File: src/rtl/pipeline_pkg.sv
// Shared types and constants for the MIPS pipeline stages.
// Used by the memory-access stage, its bus interface and its M/W register.
package pipeline_pkg;

   localparam int         WORD_W = 32;
   localparam logic [4:0] REG_RA = 5'd31;

   typedef enum logic {
      MEM_IDLE,
      MEM_WAIT
   } mem_state_e;

   typedef struct packed {
      logic reg_write;
      logic mem_to_reg;
   } mem_ctrl_t;

endpackage

File: src/rtl/memory_access_if.sv
// Data-memory req/ack bus between the M stage (master) and memory (slave).
interface memory_access_if;
   import pipeline_pkg::*;

   logic              dmem_req;
   logic              dmem_we;
   logic [WORD_W-1:0] dmem_addr;
   logic [WORD_W-1:0] dmem_wdata;
   logic [WORD_W-1:0] dmem_rdata;
   logic              dmem_ack;

   modport master (
      output dmem_req, dmem_we, dmem_addr, dmem_wdata,
      input  dmem_rdata, dmem_ack
   );

   modport slave (
      input  dmem_req, dmem_we, dmem_addr, dmem_wdata,
      output dmem_rdata, dmem_ack
   );

endinterface

File: src/rtl/writeback_reg.sv
// M/W pipeline register: a bubble clears the control bits and holds the data fields;
// load data is only captured when i_read_en is set.
module writeback_reg
   import pipeline_pkg::*;
(
   input  logic              clk_i,
   input  logic              rst_i,
   input  logic              i_bubble,
   input  mem_ctrl_t         i_ctrl,
   input  logic [WORD_W-1:0] i_alu_out,
   input  logic [4:0]        i_write_reg,
   input  logic              i_read_en,
   input  logic [WORD_W-1:0] i_read_data,
   output mem_ctrl_t         o_ctrl,
   output logic [WORD_W-1:0] o_alu_out,
   output logic [4:0]        o_write_reg,
   output logic [WORD_W-1:0] o_read_data
);

   mem_ctrl_t         r_ctrl;
   logic [WORD_W-1:0] r_alu_out;
   logic [4:0]        r_write_reg;
   logic [WORD_W-1:0] r_read_data;

   // NOTE: clocked state uses non-blocking assignments so every register samples pre-edge values.
   always_ff @(posedge clk_i or negedge rst_i) begin
      if (!rst_i) begin
         r_ctrl      <= '0;
         r_alu_out   <= '0;
         r_write_reg <= '0;
         r_read_data <= '0;
      end else if (i_bubble) begin
         r_ctrl <= '0;
      end else begin
         r_ctrl      <= i_ctrl;
         r_alu_out   <= i_alu_out;
         r_write_reg <= i_write_reg;
         if (i_read_en) r_read_data <= i_read_data;
      end
   end

   assign o_ctrl      = r_ctrl;
   assign o_alu_out   = r_alu_out;
   assign o_write_reg = r_write_reg;
   assign o_read_data = r_read_data;

endmodule

File: src/rtl/memory_access.sv
// MIPS M stage: drives the data-memory bus, stalls while a transfer is pending, feeds M/W.
// Define MEMORY_ACCESS_TIMEOUT_EN to abort transfers after TIMEOUT_CYCLES wait cycles.
module memory_access
   import pipeline_pkg::*;
#(
   parameter int TIMEOUT_CYCLES = 16
) (
   input  logic              clk_i,
   input  logic              rst_i,
   input  logic              reg_write_m_i,
   input  logic              mem_write_m_i,
   input  logic              mem_to_reg_m_i,
   input  logic [WORD_W-1:0] alu_out_m_i,
   input  logic [WORD_W-1:0] write_data_m_i,
   input  logic [4:0]        write_reg_m_i,
   memory_access_if.master   dmem,
   output logic              stall_m_o,
   output logic              reg_write_w_o,
   output logic              mem_to_reg_w_o,
   output logic [WORD_W-1:0] alu_out_w_o,
   output logic [WORD_W-1:0] read_data_w_o,
   output logic [4:0]        write_reg_w_o,
   output logic              bus_err_o
);

   mem_state_e r_state;
   mem_state_e w_state_nxt;
   logic       w_mem_op;
   logic       w_req;
   logic       w_stall;
   logic       w_abort;
   logic       w_read_en;
   mem_ctrl_t  w_ctrl_m;
   mem_ctrl_t  w_ctrl_w;

   assign w_mem_op = mem_write_m_i | mem_to_reg_m_i;

   always_ff @(posedge clk_i or negedge rst_i) begin
      if (!rst_i) r_state <= MEM_IDLE;
      else        r_state <= w_state_nxt;
   end

   // NOTE: every combinational output gets a default first, so no path can infer a latch.
   always_comb begin
      w_state_nxt = r_state;
      w_req       = 1'b0;
      w_stall     = 1'b0;
      case (r_state)
         MEM_IDLE: begin
            if (w_mem_op) begin
               w_req = 1'b1;
               if (!dmem.dmem_ack) begin
                  w_stall     = 1'b1;
                  w_state_nxt = MEM_WAIT;
               end
            end
         end
         MEM_WAIT: begin
            w_req = 1'b1;
            if (dmem.dmem_ack) begin
               w_state_nxt = MEM_IDLE;
            end else if (w_abort) begin
               w_req       = 1'b0;
               w_state_nxt = MEM_IDLE;
            end else begin
               w_stall = 1'b1;
            end
         end
         default: w_state_nxt = MEM_IDLE;
      endcase
      // Reset drops the bus request and stall without waiting for a clock edge.
      if (!rst_i) begin
         w_req   = 1'b0;
         w_stall = 1'b0;
      end
   end

`ifdef MEMORY_ACCESS_TIMEOUT_EN
   localparam int CNT_W = $clog2(TIMEOUT_CYCLES);

   logic [CNT_W-1:0] r_wait_cnt;
   logic             r_bus_err;

   assign w_abort = (r_state == MEM_WAIT) && !dmem.dmem_ack &&
                    (r_wait_cnt == CNT_W'(TIMEOUT_CYCLES - 1));

   always_ff @(posedge clk_i or negedge rst_i) begin
      if (!rst_i) begin
         r_wait_cnt <= '0;
         r_bus_err  <= 1'b0;
      end else begin
         if (r_state == MEM_WAIT && w_state_nxt == MEM_WAIT) r_wait_cnt <= r_wait_cnt + 1'b1;
         else                                                r_wait_cnt <= '0;
         if (w_abort) r_bus_err <= 1'b1;
      end
   end

   assign bus_err_o = r_bus_err;
`else
   assign w_abort   = 1'b0;
   assign bus_err_o = 1'b0;
`endif

   assign dmem.dmem_req   = w_req;
   assign dmem.dmem_we    = mem_write_m_i;
   assign dmem.dmem_addr  = {alu_out_m_i[WORD_W-1:2], 2'b00};
   assign dmem.dmem_wdata = write_data_m_i;
   assign stall_m_o       = w_stall;

   // A load captures bus data only on the accepting cycle; load+store counts as a store.
   assign w_read_en = w_req & dmem.dmem_ack & mem_to_reg_m_i & ~mem_write_m_i;
   assign w_ctrl_m  = '{reg_write: reg_write_m_i, mem_to_reg: mem_to_reg_m_i};

   writeback_reg u_writeback_reg (
      .clk_i       (clk_i),
      .rst_i       (rst_i),
      .i_bubble    (w_stall | w_abort),
      .i_ctrl      (w_ctrl_m),
      .i_alu_out   (alu_out_m_i),
      .i_write_reg (write_reg_m_i),
      .i_read_en   (w_read_en),
      .i_read_data (dmem.dmem_rdata),
      .o_ctrl      (w_ctrl_w),
      .o_alu_out   (alu_out_w_o),
      .o_write_reg (write_reg_w_o),
      .o_read_data (read_data_w_o)
   );

   assign reg_write_w_o  = w_ctrl_w.reg_write;
   assign mem_to_reg_w_o = w_ctrl_w.mem_to_reg;

endmodule

File: src/flat_wrapper.sv
// flat-port wrapper written by rule: the top's interface ports become plain ports
module memory_access_flat import pipeline_pkg::*;
#(
   parameter int TIMEOUT_CYCLES = 16
)
  (clk_i, rst_i, reg_write_m_i, mem_write_m_i, mem_to_reg_m_i, alu_out_m_i, write_data_m_i, write_reg_m_i, stall_m_o, reg_write_w_o, mem_to_reg_w_o, alu_out_w_o, read_data_w_o, write_reg_w_o, bus_err_o, dmem_dmem_req, dmem_dmem_we, dmem_dmem_addr, dmem_dmem_wdata, dmem_dmem_rdata, dmem_dmem_ack);
  memory_access_if dmem_i ();
  input  logic clk_i;
  input  logic rst_i;
  input  logic reg_write_m_i;
  input  logic mem_write_m_i;
  input  logic mem_to_reg_m_i;
  input  logic [WORD_W-1:0] alu_out_m_i;
  input  logic [WORD_W-1:0] write_data_m_i;
  input  logic [4:0] write_reg_m_i;
  output logic stall_m_o;
  output logic reg_write_w_o;
  output logic mem_to_reg_w_o;
  output logic [WORD_W-1:0] alu_out_w_o;
  output logic [WORD_W-1:0] read_data_w_o;
  output logic [4:0] write_reg_w_o;
  output logic bus_err_o;
  output wire logic [$bits(dmem_i.dmem_req)-1:0] dmem_dmem_req;
  output wire logic [$bits(dmem_i.dmem_we)-1:0] dmem_dmem_we;
  output wire logic [$bits(dmem_i.dmem_addr)-1:0] dmem_dmem_addr;
  output wire logic [$bits(dmem_i.dmem_wdata)-1:0] dmem_dmem_wdata;
  input wire logic [$bits(dmem_i.dmem_rdata)-1:0] dmem_dmem_rdata;
  input wire logic [$bits(dmem_i.dmem_ack)-1:0] dmem_dmem_ack;
  assign dmem_dmem_req = dmem_i.dmem_req;
  assign dmem_dmem_we = dmem_i.dmem_we;
  assign dmem_dmem_addr = dmem_i.dmem_addr;
  assign dmem_dmem_wdata = dmem_i.dmem_wdata;
  assign dmem_i.dmem_rdata = dmem_dmem_rdata;
  assign dmem_i.dmem_ack = dmem_dmem_ack;
  memory_access #(.TIMEOUT_CYCLES(TIMEOUT_CYCLES)) u_core (.clk_i(clk_i), .rst_i(rst_i), .reg_write_m_i(reg_write_m_i), .mem_write_m_i(mem_write_m_i), .mem_to_reg_m_i(mem_to_reg_m_i), .alu_out_m_i(alu_out_m_i), .write_data_m_i(write_data_m_i), .write_reg_m_i(write_reg_m_i), .dmem(dmem_i), .stall_m_o(stall_m_o), .reg_write_w_o(reg_write_w_o), .mem_to_reg_w_o(mem_to_reg_w_o), .alu_out_w_o(alu_out_w_o), .read_data_w_o(read_data_w_o), .write_reg_w_o(write_reg_w_o), .bus_err_o(bus_err_o));
endmodule
File: config.mk
export PLATFORM = sky130hd
export DESIGN_NAME = memory_access_flat
export DESIGN_NICKNAME = d
export VERILOG_FILES = /design/src/rtl/pipeline_pkg.sv /design/src/rtl/memory_access_if.sv /design/src/rtl/writeback_reg.sv /design/src/rtl/memory_access.sv /design/src/flat_wrapper.sv
export SDC_FILE = /design/constraint.sdc
export NUM_CORES = 1
export LEC_CHECK = 0
export ABC_CLOCK_PERIOD_IN_PS = 1400
export CORE_MARGIN = 2
export CORE_UTILIZATION = 31
export DETAILED_ROUTE_END_ITERATION = 7
export GPL_TIMING_DRIVEN = 1
export PLACE_DENSITY = 0.76
export SETUP_SLACK_MARGIN = 0.15
export SKIP_LAST_GASP = 1
export SLEW_MARGIN = 20
export SYNTH_ARGS = -nofsm -noshare
export SYNTH_HDL_FRONTEND = slang
export SYNTH_SLANG_ARGS = --single-unit
File: constraint.sdc
create_clock -name clk_i -period 1.4 [get_ports clk_i]
set_input_delay 0.35 -clock clk_i [delete_from_list [all_inputs] [get_ports clk_i]]
set_output_delay 0.35 -clock clk_i [all_outputs]
set_load 0.05 [all_outputs]
Word-level counts from Yosys, hierarchy flattened
Index checks and enable logic that the tools add are counted.
{ "classes": {"n_mux": 8, "bitwise": 7, "n_reduce_logical": 1} }
{ "ops": {"columns": ["operator", "n"], "rows": [
  ["2-to-1 mux 1 bit", 5],
  ["case mux 1 bit (2 select lines)", 2],
  ["AND 1 bit", 3],
  ["inverter 1 bit", 3],
  ["2-to-1 mux 2 bit", 1],
  ["AND reduction 2 bit", 1],
  ["OR 1 bit", 1]
]} }
{ "word_totals": {"register_bits": 72, "in_bits": 107, "output_inout_bits": 139} }

Longest topological paths before layout
Gate-level depths: netlist (run 1).
{ "depth": {"depth_word": 8, "ltp_mapped": 5, "depth_no_buf": 3} }

Hierarchy
Synthesis (run 1) repeated with hierarchy kept, for this count alone.
{ "unflattened": {"cells_unflattened": 224, "hier_area_um2": 3311.9} }
{ "modules_own_cells": {"columns": ["mod", "instances", "cells_each", "area_each_um2", "seq_area_each_um2"], "rows": [
  ["writeback_reg", 1, 151, 2748.9, 1776.7],
  ["memory_access", 1, 73, 563.0, 25.0]
]} }

Worst setup path after synthesis (run 1)
No wires, ideal clock.
{ "synth_timing": {"path_type": "in2reg", "startpoint": "input port dmem_dmem_ack", "endpoint": "register u_core.u_writeback_reg.r_alu_out[10], in the netlist u_core.u_writeback_reg.o_alu_out[10]", "setup_ns": 0.125, "arrival_time_ns": 1.350, "t_required_ns": 1.275, "slack_ns": -0.074, "path_stages": 4, "path_buffers": 1, "path_cell_list": "nand2b_1 -> nor2_2 -> buf_2 -> mux2_2"} }
{ "synth_via": {"elab_chain_cells": 4} }
{ "synth_lines": {"columns": ["item", "line", "source"], "rows": [
  ["from (decl)", "flat_wrapper.sv:28", "input wire logic [$bits(dmem_i.dmem_ack)-1:0] dmem_dmem_ack;"],
  ["2-to-1 mux 1 bit *", "memory_access.sv:52, memory_access.sv:60", null],
  ["2-to-1 mux 1 bit", "memory_access.sv:50", "if (w_mem_op) begin"],
  ["case mux 1 bit (2 select lines) *", "memory_access.sv:48", "case (r_state)"],
  ["2-to-1 mux 1 bit *", "memory_access.sv:72", "if (!rst_i) begin"],
  ["via stall_m_o", "flat_wrapper.sv:16", "output logic stall_m_o;"],
  ["to (signal assigned)", "writeback_reg.sv:36", "r_alu_out <= i_alu_out;"],
  ["to (decl)", "writeback_reg.sv:21", "logic [WORD_W-1:0] r_alu_out;"]
]} }
The timed path passes the listed nets; every way through them passes the cells marked *.
A chain may end at the register's enable or synchronous reset.

Worst setup path after layout (run 1)
{ "layout_timing": {"startpoint": "register u_core.r_state", "endpoint": "output port stall_m_o"} }
{ "layout_via": {"elab_chain_cells": 3} }
{ "layout_lines": {"columns": ["item", "line", "source"], "rows": [
  ["from (decl)", "memory_access.sv:26", "mem_state_e r_state;"],
  ["from (signal assigned)", "memory_access.sv:40", "else r_state <= w_state_nxt;"],
  ["inverter 1 bit", null, null],
  ["case mux 1 bit (2 select lines) *", "memory_access.sv:48", null],
  ["2-to-1 mux 1 bit *", "memory_access.sv:72", null],
  ["to (decl)", "flat_wrapper.sv:16", null]
]} }
Every way passes the cells marked *; elsewhere a longest branch is shown, timed or not.

==> flow_summary.toml, run 1 <==
[status]
status = "complete, but fails checks"
violations = "negative setup slack"

[global_route]
grt_first_pass_wirelength_um = 14600
grt_pass1_vias = 2642
grt_remaining_overflow = 0
grt.total_usage_pct = 17.1
grt_max_degree = 47
antenna_found_initial = 0

[timing]
finalCriticalPeriod_ns = 1.61
slew_headroom_pct = 60.1
rsz0062_at_grt = "yes"
setup_viol = 24
skew_ns = 0.00804
timing.final.crit_share_pct = 115
worst_pin_slew_ns = 0.599
setup_slack_ns = -0.210
fmax_mhz = 621
whs_ns = 0.176
slew_violations = 0
finalHoldViolCount = 0

[logic_synthesis]
syn_avg_cell_area_um2 = 14.5
synth.distinct_cells = 14
syn-cell-area_um2 = 3220
ys_ff_latch = 72
synth_warnings = 0
ys_seq_area_share_pct = 55.9
synth_cells = 223

[power]
p_leak_nw = 3.02
p_per_area_nw_per_um2 = 1300
irDropWorstVdd_uv = 815

[placed_design]
port_buffers = 178
post-place-ws_ns = -0.493
gp_congestion = 0.686
dpl.hpwl_um = 6660
placed_cells = 480

[clock_network]
htree_levels = 3
cts-root-buf = "clkbuf_8"
numCtsBuffers = 9
clk_path_buf_depth = 2
cts_tree = "built"
cts.clk_slew.worst_paths_ns = 0.08
insertion_delay_ns = 0.34
cts_sinks = 72

[die]
floorplan.rows = 37
die_h_um = 106
start_util_pct = 31.5
ioPinCount = 246
core_um2 = 10200
die_w_um = 106
dieArea_um2 = 11200

[setup_path]
ff2ff_path_depth = 5
path_cells = "nor3_4, nor2_4, buf_12, buf_12"
path_class = "reg -> out"
critPathTopFamily = "flip-flops"
path_common_cell = "buf_12"
r2r_end = "u_core.u_writeback_reg.o_alu_out[3]"
cp_max_fo = 2
max_stage_delay_ns = 0.40
slowest_stage = "dfrtp_1"
rr_startpoint = "u_core.r_state"
worstSetupEndpointType = "output port"
cp.arrival_ns = 1.26
start_kind = "flop"
reg2reg_slack_ns = -0.10
path_buf_inv = 2
required_ns = 1.05

[drt]
drc = 0
num_vias = 2291
antenna_left = 0
wl_per_cell_um = 17.5
drt-pass1-iter-count = 3
via_per_inst = 4.31
drt_iter0_drc = 41
drt_wl_total_um = 9290

[final_layout]
area_delta_synth_final_pct = 102
drive_gt1_share_pct = 61.9
nets = 498
fin_cells = 532
diodes = 0
final_cell_mix = "buf_12, dfrtp_1, mux2_2"
fill_cells = 756
mostFrequentLayoutCell = "buf_12"
final_util_pct = 63.6

[flow_run]
drv_cap = 0

[hold_path]
hold_path_class = "in -> async"
## per-layer routing
layer	global-route usage [%]	wire length (µm)	vias to the layer above
met5	0	0	-
met4	5.83	140	0
met3	6.07	868	17
met2	31.6	5090	128
met1	17.9	3190	1125
li1	-	-	1021
## repair_timing
item	4_1_cts	5_1_grt
endpoints found under the hold margin	1	0
pin swaps	3	1
hold buffers	1	0
cloned	6	0
endpoints found under the setup margin	173	136
setup buffers	19	10
gates resized for setup	52	2
## worst max path at each step
stage / from / end / depth (start not counted)
CTS: u_core.r_state / stall_m_o / 4
finish: u_core.r_state / stall_m_o / 4
detailed placement: mem_write_m_i / stall_m_o / 5
global route: u_core.r_state / stall_m_o / 4
global placement: mem_write_m_i / stall_m_o / 5
floorplan: mem_write_m_i / u_core.u_writeback_reg.o_alu_out[0] / 5
## power by group
part | leakage, nW | total, mW | internal (mW) | switching (mW)
logic | 2.04 | 3.68 | 1.93 | 1.75
clock network | 0.127 | 2.07 | 1.29 | 0.778
registers | 0.852 | 2.71 | 2.38 | 0.325
## through the flow
| stage | total power, mW | TNS, ns | area [µm²] |
|---|---|---|---|
| floorplan | 4.50 | 0 | 3260 |
| global placement | 6.18 | -28.22 | 5840 |
| detailed placement | 6.25 | -30.84 | 5840 |
| CTS | 8.49 | -3.70 | 6430 |
| global route | 8.77 | -2.89 | 6510 |
| finish | 8.45 | -1.40 | 6510 |
## kinds of logic (layout without fill, tap and decap cells)
group | count (synthesis) | after routing | synth area share [%]
other | 1 | 3 | 0.116
DFF | 72 | 72 | 55.9
muxes | 69 | 69 | 25.3
and+or+nand+nor | 8 | 8 | 1.86
buffers and inverters | 73 | 244 | 16.8
## cells in the mapped netlist (all sizes together)
cell    instances  area [µm²]
nand2b          1        6.26
nor2            2        10.0
buf            73         543
nand4b          1        8.76
nor2b           2        12.5
and2            1        6.26
conb            1        3.75
mux2           69         815
dfrtp          72        1800
nor3            1        16.3
## area by class of cell
type / count / area (µm²) / area share, %
clock buffer: 12 / 155 / 2.38
clock inverter: 4 / 98.8 / 1.52
multi-input combinational: 80 / 950 / 14.6
sequential: 72 / 1800 / 27.7
tap: 136 / 170 / 2.61
timing repair buffer: 228 / 3330 / 51.2
## worst reg2reg max path, delay by kind of cell, from the launching register on
kind	cells	cell delay (ns)
mux	1	0.29
buf+inv	2	0.45
flops	1	0.40
simple gates	2	0.24
Note: power is estimated with default switching activity, not from simulation.
==> inputs of run 2 (changes only) <==
--- a/config.mk
+++ b/config.mk
@@ -6,12 +6,11 @@
 export NUM_CORES = 1
 export LEC_CHECK = 0
 export ABC_CLOCK_PERIOD_IN_PS = 1400
-export CORE_MARGIN = 2
+export CORE_MARGIN = 3
 export CORE_UTILIZATION = 31
 export DETAILED_ROUTE_END_ITERATION = 7
 export GPL_TIMING_DRIVEN = 1
 export PLACE_DENSITY = 0.76
-export SETUP_SLACK_MARGIN = 0.15
 export SKIP_LAST_GASP = 1
 export SLEW_MARGIN = 20
 export SYNTH_ARGS = -nofsm -noshare
==> flow_summary.toml, run 2 (same netlist as run 1, synthesis figures left out) <==
[drt]
wl_met1_um = 2770
drt_wl_total_um = 8550
num_vias = 2157
dr.max_layer_used = "met4"
wl_per_cell_um = 17.2
route.met3.wl_um = 894
antenna_left = 0
wl_met2_um = 4800
drc = 0
via_per_inst = 4.33
drt_iter0_drc = 36
drt-pass1-iter-count = 4

[power]
p_switching_mw = 2.80
pwr-share-comb_pct = 44.4
p_per_area_nw_per_um2 = 1280
p_int_mw = 5.09
switching_share_pct = 35.5
p_clk_share_pct = 21.4
irDropWorstVdd_uv = 944
pwr-share-seq_pct = 34.2
p_leak_nw = 2.85

[final_layout]
diodes = 0
fill_cells = 728
mostFrequentLayoutCell = "buf_12"
area_delta_synth_final_pct = 91.5
final_cell_mix = "buf_12, dfrtp_1, mux2_2"
nets = 467
stdcell_area_um2 = 6170
drive_gt1_share_pct = 58.1

[die]
core_um2 = 9950
ioPinCount = 246
dieArea_um2 = 11700
floorplan.rows = 36
start_util_pct = 32.4
die_h_um = 108
die_w_um = 108

[clock_network]
cts-root-buf = "clkbuf_8"
cts_tree = "built"
insertion_delay_ns = 0.33
clk_path_buf_depth = 2
cts_sinks = 72
cts.clk_slew.worst_paths_ns = 0.08
numCtsBuffers = 9
htree_levels = 3

[timing]
finalHoldViolCount = 0
timing.final.crit_share_pct = 119
setup_slack_ns = -0.265
finalCriticalPeriod_ns = 1.67
worst_pin_slew_ns = 0.794
fmax_mhz = 600
slew_violations = 0
slew_headroom_pct = 47.1
setup_viol = 10
rsz0062_at_grt = "yes"
skew_ns = 0.0109

[placed_design]
dpl.hpwl_um = 6580
dpl_cell_area_um2 = 5800
port_buffers = 178
gp_congestion = 0.672
post-place-ws_ns = -0.523

[flow_run]
drv_cap = 0

[global_route]
grt_first_pass_wirelength_um = 12800
grt_pass1_vias = 2408
grt_max_degree = 64
grt_remaining_overflow = 0
grt.total_usage_pct = 14.6
antenna_found_initial = 0

[status]
status = "complete, but fails checks"
violations = "negative setup slack"

[setup_path]
start_kind = "flop"
cp.arrival_ns = 1.32
path_class = "reg -> out"
worstSetupEndpointType = "output port"
required_ns = 1.05
cp_max_fo = 2

[hold_path]
hold_path_class = "in -> async"
-- run 2: cell types whose count changed in the layout (fill, tap and decap cells not counted), sizes merged --
cell / delta
buf: -30
dlygate4sd2: -18
dlymetal6s2s: +15
clkdlybuf4s50: +5
bufbuf: -2
bufinv: -2
clkdlybuf4s15: -2
clkinv: +2
clkinvlp: +2
inv: -1
-- run 2: power by group through the flow --
stage	registers (mW)	logic (mW)	clock network [mW]
2_1_floorplan	3.62	0.864	0
3_3_place_gp	2.72	3.45	0
3_5_place_dp	2.75	3.49	0
4_1_cts	2.71	3.53	1.77
5_1_grt	2.74	3.61	1.84
6_report	2.70	3.50	1.69
-- run 2: layer usage --
| layer | up-vias | track usage [%] |
|---|---|---|
| li1 | 953 | - |
| met1 | 1070 | 14.3 |
| met2 | 123 | 27.3 |
| met3 | 11 | 6.63 |
| met4 | 0 | 4.24 |
| met5 | - | 0 |
-- run 2: critical path: stages (launching register included) --
cell and delay, ns:
dfrtp_1 0.40, nor3_4 0.23, nor2_4 0.07, buf_12 0.14, buf_12 0.14
-- run 2: cell type report --
class / count / area [µm²] / share of cell area, %
sequential: 72 / 1800 / 29.2
clock inverter: 5 / 55.1 / 0.892
multi-input combinational: 80 / 901 / 14.6
clock buffer: 11 / 151 / 2.45
timing repair buffer: 197 / 3100 / 50.2
tap: 133 / 166 / 2.70
-- run 2: final timing paths --
| path | start | endpoint | slack, ns | depth (start not counted) |
|---|---|---|---|---|
| max | u_core.r_state | stall_m_o | -0.27 | 4 |
| min | rst_i | u_core.u_writeback_reg.o_alu_out[10] | 0.28 | 2 |
| max reg2reg | u_core.r_state | u_core.u_writeback_reg.o_alu_out[7] | -0.02 | 5 |
| min reg2reg | u_core.u_writeback_reg.o_alu_out[12] | u_core.u_writeback_reg.o_alu_out[12] | 0.57 | 1 |
| max in group asynchronous | rst_i | u_core.u_writeback_reg.o_read_data[1] | 0.48 | 3 |
| min in group clk_i | alu_out_m_i[18] | u_core.u_writeback_reg.o_alu_out[18] | 0.36 | 2 |
-- run 2: what timing repair did --
action	4_1_cts	5_1_grt
hold endpoints to repair	9	0
resized for setup	22	19
pin swaps	2	0
setup endpoints to repair	82	55
setup buffers	4	1
cloned	2	1
hold buffers	1	0
-- run 2: metrics by stage --
| step | std cells | hold slack [ns] | power [mW] | TNS, ns | utilization (%) |
|---|---|---|---|---|---|
| after floorplan | 225 | 0.0544 | 4.49 | 0 | - |
| after global placement | 475 | 0.341 | 6.17 | -32.22 | 58.2 |
| after detailed placement | 475 | 0.346 | 6.24 | -33.63 | 58.2 |
| after CTS | 498 | 0.293 | 8.01 | -2.26 | 61.4 |
| after global routing | 498 | 0.328 | 8.18 | -1.94 | 62.0 |
| final | 498 | 0.281 | 7.89 | -0.630 | 62.0 |
